## config.mk

```make
export PLATFORM = sky130hd
export DESIGN_NAME = immediate_generator
export DESIGN_NICKNAME = d
export VERILOG_FILES = /design/src/rtl/imm_gen_pkg.sv /design/src/rtl/immediate_extract.sv /design/src/rtl/immediate_generator.sv
export SDC_FILE = /design/constraint.sdc
export NUM_CORES = 1
export LEC_CHECK = 0
export CORE_AREA = 2 2 65 54
export DETAILED_ROUTE_END_ITERATION = 7
export DIE_AREA = 0 0 67 56
export DONT_BUFFER_PORTS = 1
export MAX_ROUTING_LAYER = met4
export PLACE_DENSITY = 0.62
export SLEW_MARGIN = 20
export SYNTH_ARGS = -nofsm -noshare
export SYNTH_HDL_FRONTEND = slang
export SYNTH_SLANG_ARGS = --single-unit
```

## constraint.sdc

```tcl
create_clock -name clock -period 2.1 [get_ports clock]
set_input_delay 0.63 -clock clock [delete_from_list [all_inputs] [get_ports clock]]
set_output_delay 0.63 -clock clock [all_outputs]
set_load 0.05 [all_outputs]
```

## src/rtl/imm_gen_pkg.sv

```systemverilog
// Shared constants and format-select encoding for the RV32I immediate generator.
// IMMGEN_ZICSR_EN (when defined) enables select 5 as the CSR zero-extended immediate.
package imm_gen_pkg;

    localparam int XLEN    = 32;
    localparam int SEL_W   = 3;

    typedef enum logic [SEL_W-1:0] {
        IMM_U   = 3'd0,
        IMM_J   = 3'd1,
        IMM_I   = 3'd2,
        IMM_B   = 3'd3,
        IMM_S   = 3'd4,
        IMM_CSR = 3'd5
    } imm_sel_e;

    // Replicate the instruction sign bit into the upper bits of a narrow immediate.
    function automatic logic [XLEN-1:0] sext12(input logic [11:0] v);
        return {{(XLEN-12){v[11]}}, v};
    endfunction

endpackage

```

## src/rtl/immediate_extract.sv

```systemverilog
// Combinational immediate extraction and sign extension for U/J/I/B/S formats.
// Select 5 decodes as CSR immediate only when IMMGEN_ZICSR_EN is defined.
module immediate_extract
    import imm_gen_pkg::*;
(
    input  logic [XLEN-1:0]  instruction_i,
    input  logic [SEL_W-1:0] select_i,
    output logic [XLEN-1:0]  immediate_o,
    output logic             illegal_o
);

    // Opcode bits never contribute to any immediate format.
    logic unused_opcode_s;
    assign unused_opcode_s = ^instruction_i[6:0];

    // Decode select and assemble the selected immediate.
    always_comb begin
        immediate_o = {XLEN{1'b0}};
        illegal_o   = 1'b0;
        case (select_i)
            IMM_U: immediate_o = {instruction_i[31:12], 12'b0};
            IMM_J: immediate_o = {{(XLEN-20){instruction_i[31]}}, instruction_i[19:12],
                                  instruction_i[20], instruction_i[30:21], 1'b0};
            IMM_I: immediate_o = sext12(instruction_i[31:20]);
            IMM_B: immediate_o = {{(XLEN-12){instruction_i[31]}}, instruction_i[7],
                                  instruction_i[30:25], instruction_i[11:8], 1'b0};
            IMM_S: immediate_o = sext12({instruction_i[31:25], instruction_i[11:7]});
`ifdef IMMGEN_ZICSR_EN
            IMM_CSR: immediate_o = {27'b0, instruction_i[19:15]};
`endif
            default: begin
                immediate_o = {XLEN{1'b0}};
                illegal_o   = 1'b1;
            end
        endcase
    end

endmodule

```

## src/rtl/immediate_generator.sv

```systemverilog
// Registered RV32I immediate generator: extraction stage plus stallable output register.
// Optional CSR immediate on select 5 via IMMGEN_ZICSR_EN.
module immediate_generator
    import imm_gen_pkg::*;
(
    input  logic             clock,
    input  logic             reset,
    input  logic             enable,
    input  logic [XLEN-1:0]  instruction,
    input  logic [SEL_W-1:0] immediateSelect,
    output logic [XLEN-1:0]  immediateOutput,
    output logic             illegalSelect
);

    logic [XLEN-1:0] imm_d;
    logic            illegal_d;
    logic [XLEN-1:0] imm_q;
    logic            illegal_q;

    immediate_extract u_extract (
        .instruction_i (instruction),
        .select_i      (immediateSelect),
        .immediate_o   (imm_d),
        .illegal_o     (illegal_d)
    );

    // Output pipeline register; reset wins over enable.
    always_ff @(posedge clock) begin
        if (reset) begin
            imm_q     <= {XLEN{1'b0}};
            illegal_q <= 1'b0;
        end else if (enable) begin
            imm_q     <= imm_d;
            illegal_q <= illegal_d;
        end else begin
            imm_q     <= imm_q;
            illegal_q <= illegal_q;
        end
    end

    assign immediateOutput = imm_q;
    assign illegalSelect   = illegal_q;

endmodule

```

==> impl_results.md, run 1 <==
- Status: complete, no violations
- Synth top area share: 0.493
- YS warnings: 0
- CP Class: reg -> out
- Worst vdd ir: 0.547 mV
- Max Cap Viol: 0
- Worst Tran Pin Value: 894 ps
- Syn_nets: 168
- Netlist cell types: 34
- Tcrit/Tclk final: 0.745
- Seq/Total Area, Yosys: 0.493
- Nets: 165
- Core ar.: 0.00306 mm^2
- Pwr Density: 955 mW/mm^2
- Via count: 1,042
- Initial Utilization: 0.438
- Final WL: 3170 um
- P&R area growth vs syn: 6.44%
- Final min period: 1560 ps
- TritonCTS clock tree: yes
- Critical path capture point type: output pin
- Ys flop type: dfxtp_1
- First-pass iteration count of the detailed router: 4
- Syn Area/Cell: 10.3 um^2
- Post-synthesis register bit count: 33
- GRT overflow: 0
- Port bufs: 0
- Syn Inst Count: 130
- Post-synth top cells: dfxtp_1, o21ai_1, a22oi_1
- Initial antenna violation count: 0
- Most common cell in the netlist: dfxtp_1
- Routed WL per cell: 19.0 um
- Total CTS buffers: 5
- Hold Buf Count CTS: 0
- Vias in the first global route: 991
- First DRT Iteration DRCs: 55
- Startpoint Class: register
- First-pass GRT wire length: 5090 um
- Total GRT Usage: 0.186
- Root Driver: clkbuf_8
- Ports: 71
- Rel. slew slack: 0.402
- DR vias/cell: 6.24
- Fin util: 0.466
- Post-CTS sizing: 0
- Fmax: 639 MHz
- Sink Count: 33
- WP data arrival: 930 ps
- DRC violations left: 0
- Layout cells sized above 1: 0.0945
- Routability cong.: 0.733
- Post-DP HPWL: 2220 um
- Largest net degree at the start of global routing: 23
- Async SR Flop Fraction: 0
- Synthesized area: 0.00134 mm^2
- Htree depth: 2
- Insertion delay to the later sink of the worst-skew pair: 280 ps
- Die Wd: 67 um
- ANT nets after route: 0
- Final setup viols: 0
- Standard-cell rows: 18
- Slew Limit Fails: 0
- Top post-synthesis cells by area: dfxtp_1, a22oi_1, a221o_1
- Skew final: 0 ps
- EDFF count, synth: 0
- Post-CTS Setup Bufs: 0
- Reg clk slew, reported paths: 60 ps
- PnR Total Power: 0.00136 W
- Die Span Y: 56 um
- Worst EP required: 1470 ps
- Die area: 0.00375 mm^2
- Hold WC Path Type: in -> reg
- Leakage power: 0.521 nW
- Clk buf depth: 2
- Unrepaired setup endpoints after global routing: false
- Area leader, netlist: dfxtp_1
- CP Max Fanout: 2
- # diodes: 0
- Setup TNS: 0 ps
- Final Hold Viols: 0
[path summary, 6_finish.rpt]
kind	slack, ps	endpoint	cells after the start	start
worst max-delay path	540	immediateOutput[24]	0	immediateOutput[24]
worst min-delay path	410	immediateOutput[31]	1	reset
worst max register to register	1040	immediateOutput[27]	2	immediateOutput[27]
worst min register to register	710	immediateOutput[0]	2	immediateOutput[0]
[cell type report]
type / count / area, um^2
Clock buffer: 7 / 86.3
Inverter: 1 / 3.75
Sequential cell: 33 / 661
Tap cell: 40 / 50.0
Multi-Input combinational cell: 85 / 619
Timing Repair Buffer: 1 / 7.51
Fill cell: 310 / 1640
[logic make-up after synthesis]
kind of cell,count (synthesis),share of synthesized area
DFF,33,0.493
muxes,1,0.00746
AOI/OAI and AO/OA,53,0.294
and+or+nand+nor,30,0.148
buffers and inverters,12,0.0457
xor gates and xnor gates,1,0.0121
[report_power, final]
part | internal, W | total, W | switching, W
combinational | 0.0000416 | 0.0000809 | 0.0000393
sequential | 0.000661 | 0.000805 | 0.000144
clock | 0.000260 | 0.000478 | 0.000218
total | 0.000962 | 0.00136 | 0.000401
[layout by cell type, fill, tap and decap left out, types with 2 or more instances in the layout]
| master | synthesis | final |
|---|---|---|
| a211oi_1 | 2 | 2 |
| nor2b_1 | 3 | 3 |
| and4b_1 | 2 | 2 |
| nand3_1 | 2 | 2 |
| a311oi_1 | 3 | 3 |
| clkbuf_8 | 0 | 6 |
| nand3b_1 | 6 | 6 |
| a22o_1 | 6 | 6 |
| nor2_1 | 7 | 7 |
| dfxtp_1 | 33 | 33 |
| o21ai_1 | 14 | 14 |
| a21oi_1 | 3 | 3 |
| a31oi_1 | 2 | 2 |
| nand2_1 | 3 | 3 |
| a221o_1 | 8 | 8 |
| a22oi_1 | 11 | 11 |
[flip-flops by register name, indices dropped and copies added, names as in the netlist]
register / count
illegalSelect: 1
immediateOutput: 32
[routing by layer]
| metal | global-route usage | vias up | wire, um |
|---|---|---|---|
| met2 | 0.272 | 40 | 1440 |
| met5 | - | - | 0 |
| met3 | 0.0911 | 5 | 299 |
| met4 | 0.0612 | 0 | 44 |
| li1 | - | 497 | - |
| met1 | 0.222 | 500 | 1390 |
[stage by stage]
stage | cells | cell area [um^2] | worst slack (ps) | hold WS, ps
6_report | 167 | 1430 | 535 | 408
5_1_grt | 167 | 1430 | 502 | 392
4_1_cts | 167 | 1430 | 518 | 395
3_5_place_dp | 160 | 1340 | 306 | 702
3_3_place_gp | 160 | 1340 | 331 | 698
2_1_floorplan | 130 | 1340 | 525 | 686
Note: power is estimated with default switching activity, not from simulation.
==> run 2, diff against run 1 <==
--- a/config.mk
+++ b/config.mk
@@ -10,7 +10,7 @@
 export DIE_AREA = 0 0 67 56
 export DONT_BUFFER_PORTS = 1
 export MAX_ROUTING_LAYER = met4
-export PLACE_DENSITY = 0.62
+export PLACE_DENSITY = 0.64
 export SLEW_MARGIN = 20
 export SYNTH_ARGS = -nofsm -noshare
 export SYNTH_HDL_FRONTEND = slang
==> constraint.sdc (replaced) <==
create_clock -name clock -period 1.4 [get_ports clock]
set_input_delay 0.42 -clock clock [delete_from_list [all_inputs] [get_ports clock]]
set_output_delay 0.42 -clock clock [all_outputs]
set_load 0.05 [all_outputs]
==> impl_results.md, run 2 (synthesis results as in run 1) <==
- Final setup viols: 0 (unchanged)
- Unrepaired setup endpoints after global routing: false
- Htree depth: 2 (unchanged)
- Hold WC Path Type: in -> reg
- First-pass GRT wire length: 5130 um (+0.81%)
- Rel. slew slack: 0.367 (-0.0353)
- Hold Buf Count CTS: 0 (unchanged)
- Final min period: 1340 ps
- Post-CTS Setup Bufs: 0 (unchanged)
- TritonCTS clock tree: yes
- Sink Count: 33 (unchanged)
- DRC violations left: 0 (unchanged)
- Port bufs: 0 (unchanged)
- Leakage power: 0.577 nW (+11%)
- Max Cap Viol: 0 (unchanged)
- Worst vdd ir: 1.02 mV (+86%)
- Nets: 172 (+4.2%)
- Die Span Y: 56 um (unchanged)
- Commonest non-fill, non-tap cell in the layout: dfxtp_1
- WP data arrival: 920 ps (about the same)
- DR vias/cell: 6.29 (+0.83%)
- Sequential cell area: 661 um^2 (unchanged)
- # diodes: 0 (unchanged)
- Die Wd: 67 um (unchanged)
- Worst Tran Pin Value: 947 ps (+52.7 ps)
- Initial Utilization: 0.438 (unchanged)
- Reg clk slew, reported paths: 70 ps (about the same)
- Root Driver: clkbuf_8
- Worst EP required: 980 ps (-490 ps)
- CP Max Fanout: 2 (unchanged)
- Pwr Density: 1490 mW/mm^2 (+56%)
- Largest net degree at the start of global routing: 23 (unchanged)
- Final WL: 3310 um (+4.3%)
- Post-DP HPWL: 2400 um (+8.0%)
- Tcrit/Tclk final: 0.961
- Routed WL per cell: 18.9 um (-0.48%)
- Final Hold Viols: 0 (unchanged)
- Critical path capture point type: output pin
- Multi-input logic area: 619 um^2 (unchanged)
- Startpoint Class: register
- Ports: 71 (unchanged)
- Initial antenna violation count: 0 (unchanged)
- Die area: 0.00375 mm^2 (unchanged)
- Largest register FFs: 32 (unchanged)
- Commonest cells after routing, fill and taps aside: dfxtp_1, o21ai_1, a22oi_1
- First DRT Iteration DRCs: 61 (+11%)
- Total GRT Usage: 0.184 (-0.00235)
- Status: complete, no violations
- Total CTS buffers: 5 (unchanged)
- Insertion delay to the later sink of the worst-skew pair: 270 ps (about the same)
- Layout cells sized above 1: 0.148 (+0.0537)
- P&R area growth vs syn: 13.5%
- Vias in the first global route: 1,088 (+9.8%)
- Post-CTS sizing: 0 (unchanged)
- Clk buf depth: 2 (unchanged)
- Fmax: 744 MHz
- Setup WS pre-CTS: -67.9 ps (-374 ps)
- Core ar.: 0.00306 mm^2 (unchanged)
- Filler cells: 306 (-1.3%)
- Worst setup margin: 55.3 ps (-480 ps)
- Routability cong.: 0.785 (+7.2%)
- ANT nets after route: 0 (unchanged)
- Standard-cell rows: 18 (unchanged)
- Skew final: 0 ps (unchanged)
- GRT overflow: 0 (unchanged)
- Slew Limit Fails: 0 (unchanged)
- First-pass iteration count of the detailed router: 4 (unchanged)
- Via count: 1,101 (+5.7%)
- CP Class: reg -> out
- Worst hold margin: 213 ps (-195 ps)
[run 2: final timing paths]
kind | end | slack (ps) | cells past startpoint | startpoint
worst max-delay path | immediateOutput[22] | 60 | 0 | immediateOutput[22]
worst max register to register | immediateOutput[30] | 340 | 2 | immediateOutput[30]
worst min register to register | immediateOutput[20] | 550 | 2 | immediateOutput[20]
worst min-delay path | immediateOutput[31] | 210 | 1 | reset
[run 2: final cells by class]
type | instances | area share
flip-flops and latches | 33 | 0.434
multi-input cells | 85 | 0.407
clock buffers | 7 | 0.0567
repair buffers | 8 | 0.0477
well taps | 40 | 0.0329
clock inverters | 1 | 0.0197
inverters | 1 | 0.00247
[run 2: through the flow]
step	power [W]	utilization	cells	TNS (ps)	area, um^2
after floorplan	0.00135	-	130	0	1340
after global placement	0.00136	0.459	167	0	1410
after detailed placement	0.00137	0.459	167	-747	1410
after CTS	0.00228	0.497	175	0	1520
after global routing	0.00235	0.497	175	0	1520
final	0.00226	0.497	175	0	1520
[run 2: worst register-to-register path, cell delays in order (launching register included)]
cell and delay, ps:
dfxtp_1 650, a22oi_1 180, o21ai_1 150
[run 2: routing by layer]
| layer | wire length (um) | track usage | vias up |
|---|---|---|---|
| met2 | 1590 | 0.296 | 55 |
| met3 | 347 | 0.0830 | 2 |
| met1 | 1360 | 0.210 | 529 |
| met5 | 0 | - | - |
| met4 | 10 | 0.0379 | 0 |
| li1 | - | - | 515 |
[run 2: report_power, final]
| group | internal, W | switching (W) | total [W] |
|---|---|---|---|
| Clock | 0.000580 | 0.000335 | 0.000915 |
| Combinational | 0.0000777 | 0.0000929 | 0.000171 |
| Sequential | 0.000991 | 0.000186 | 0.00118 |
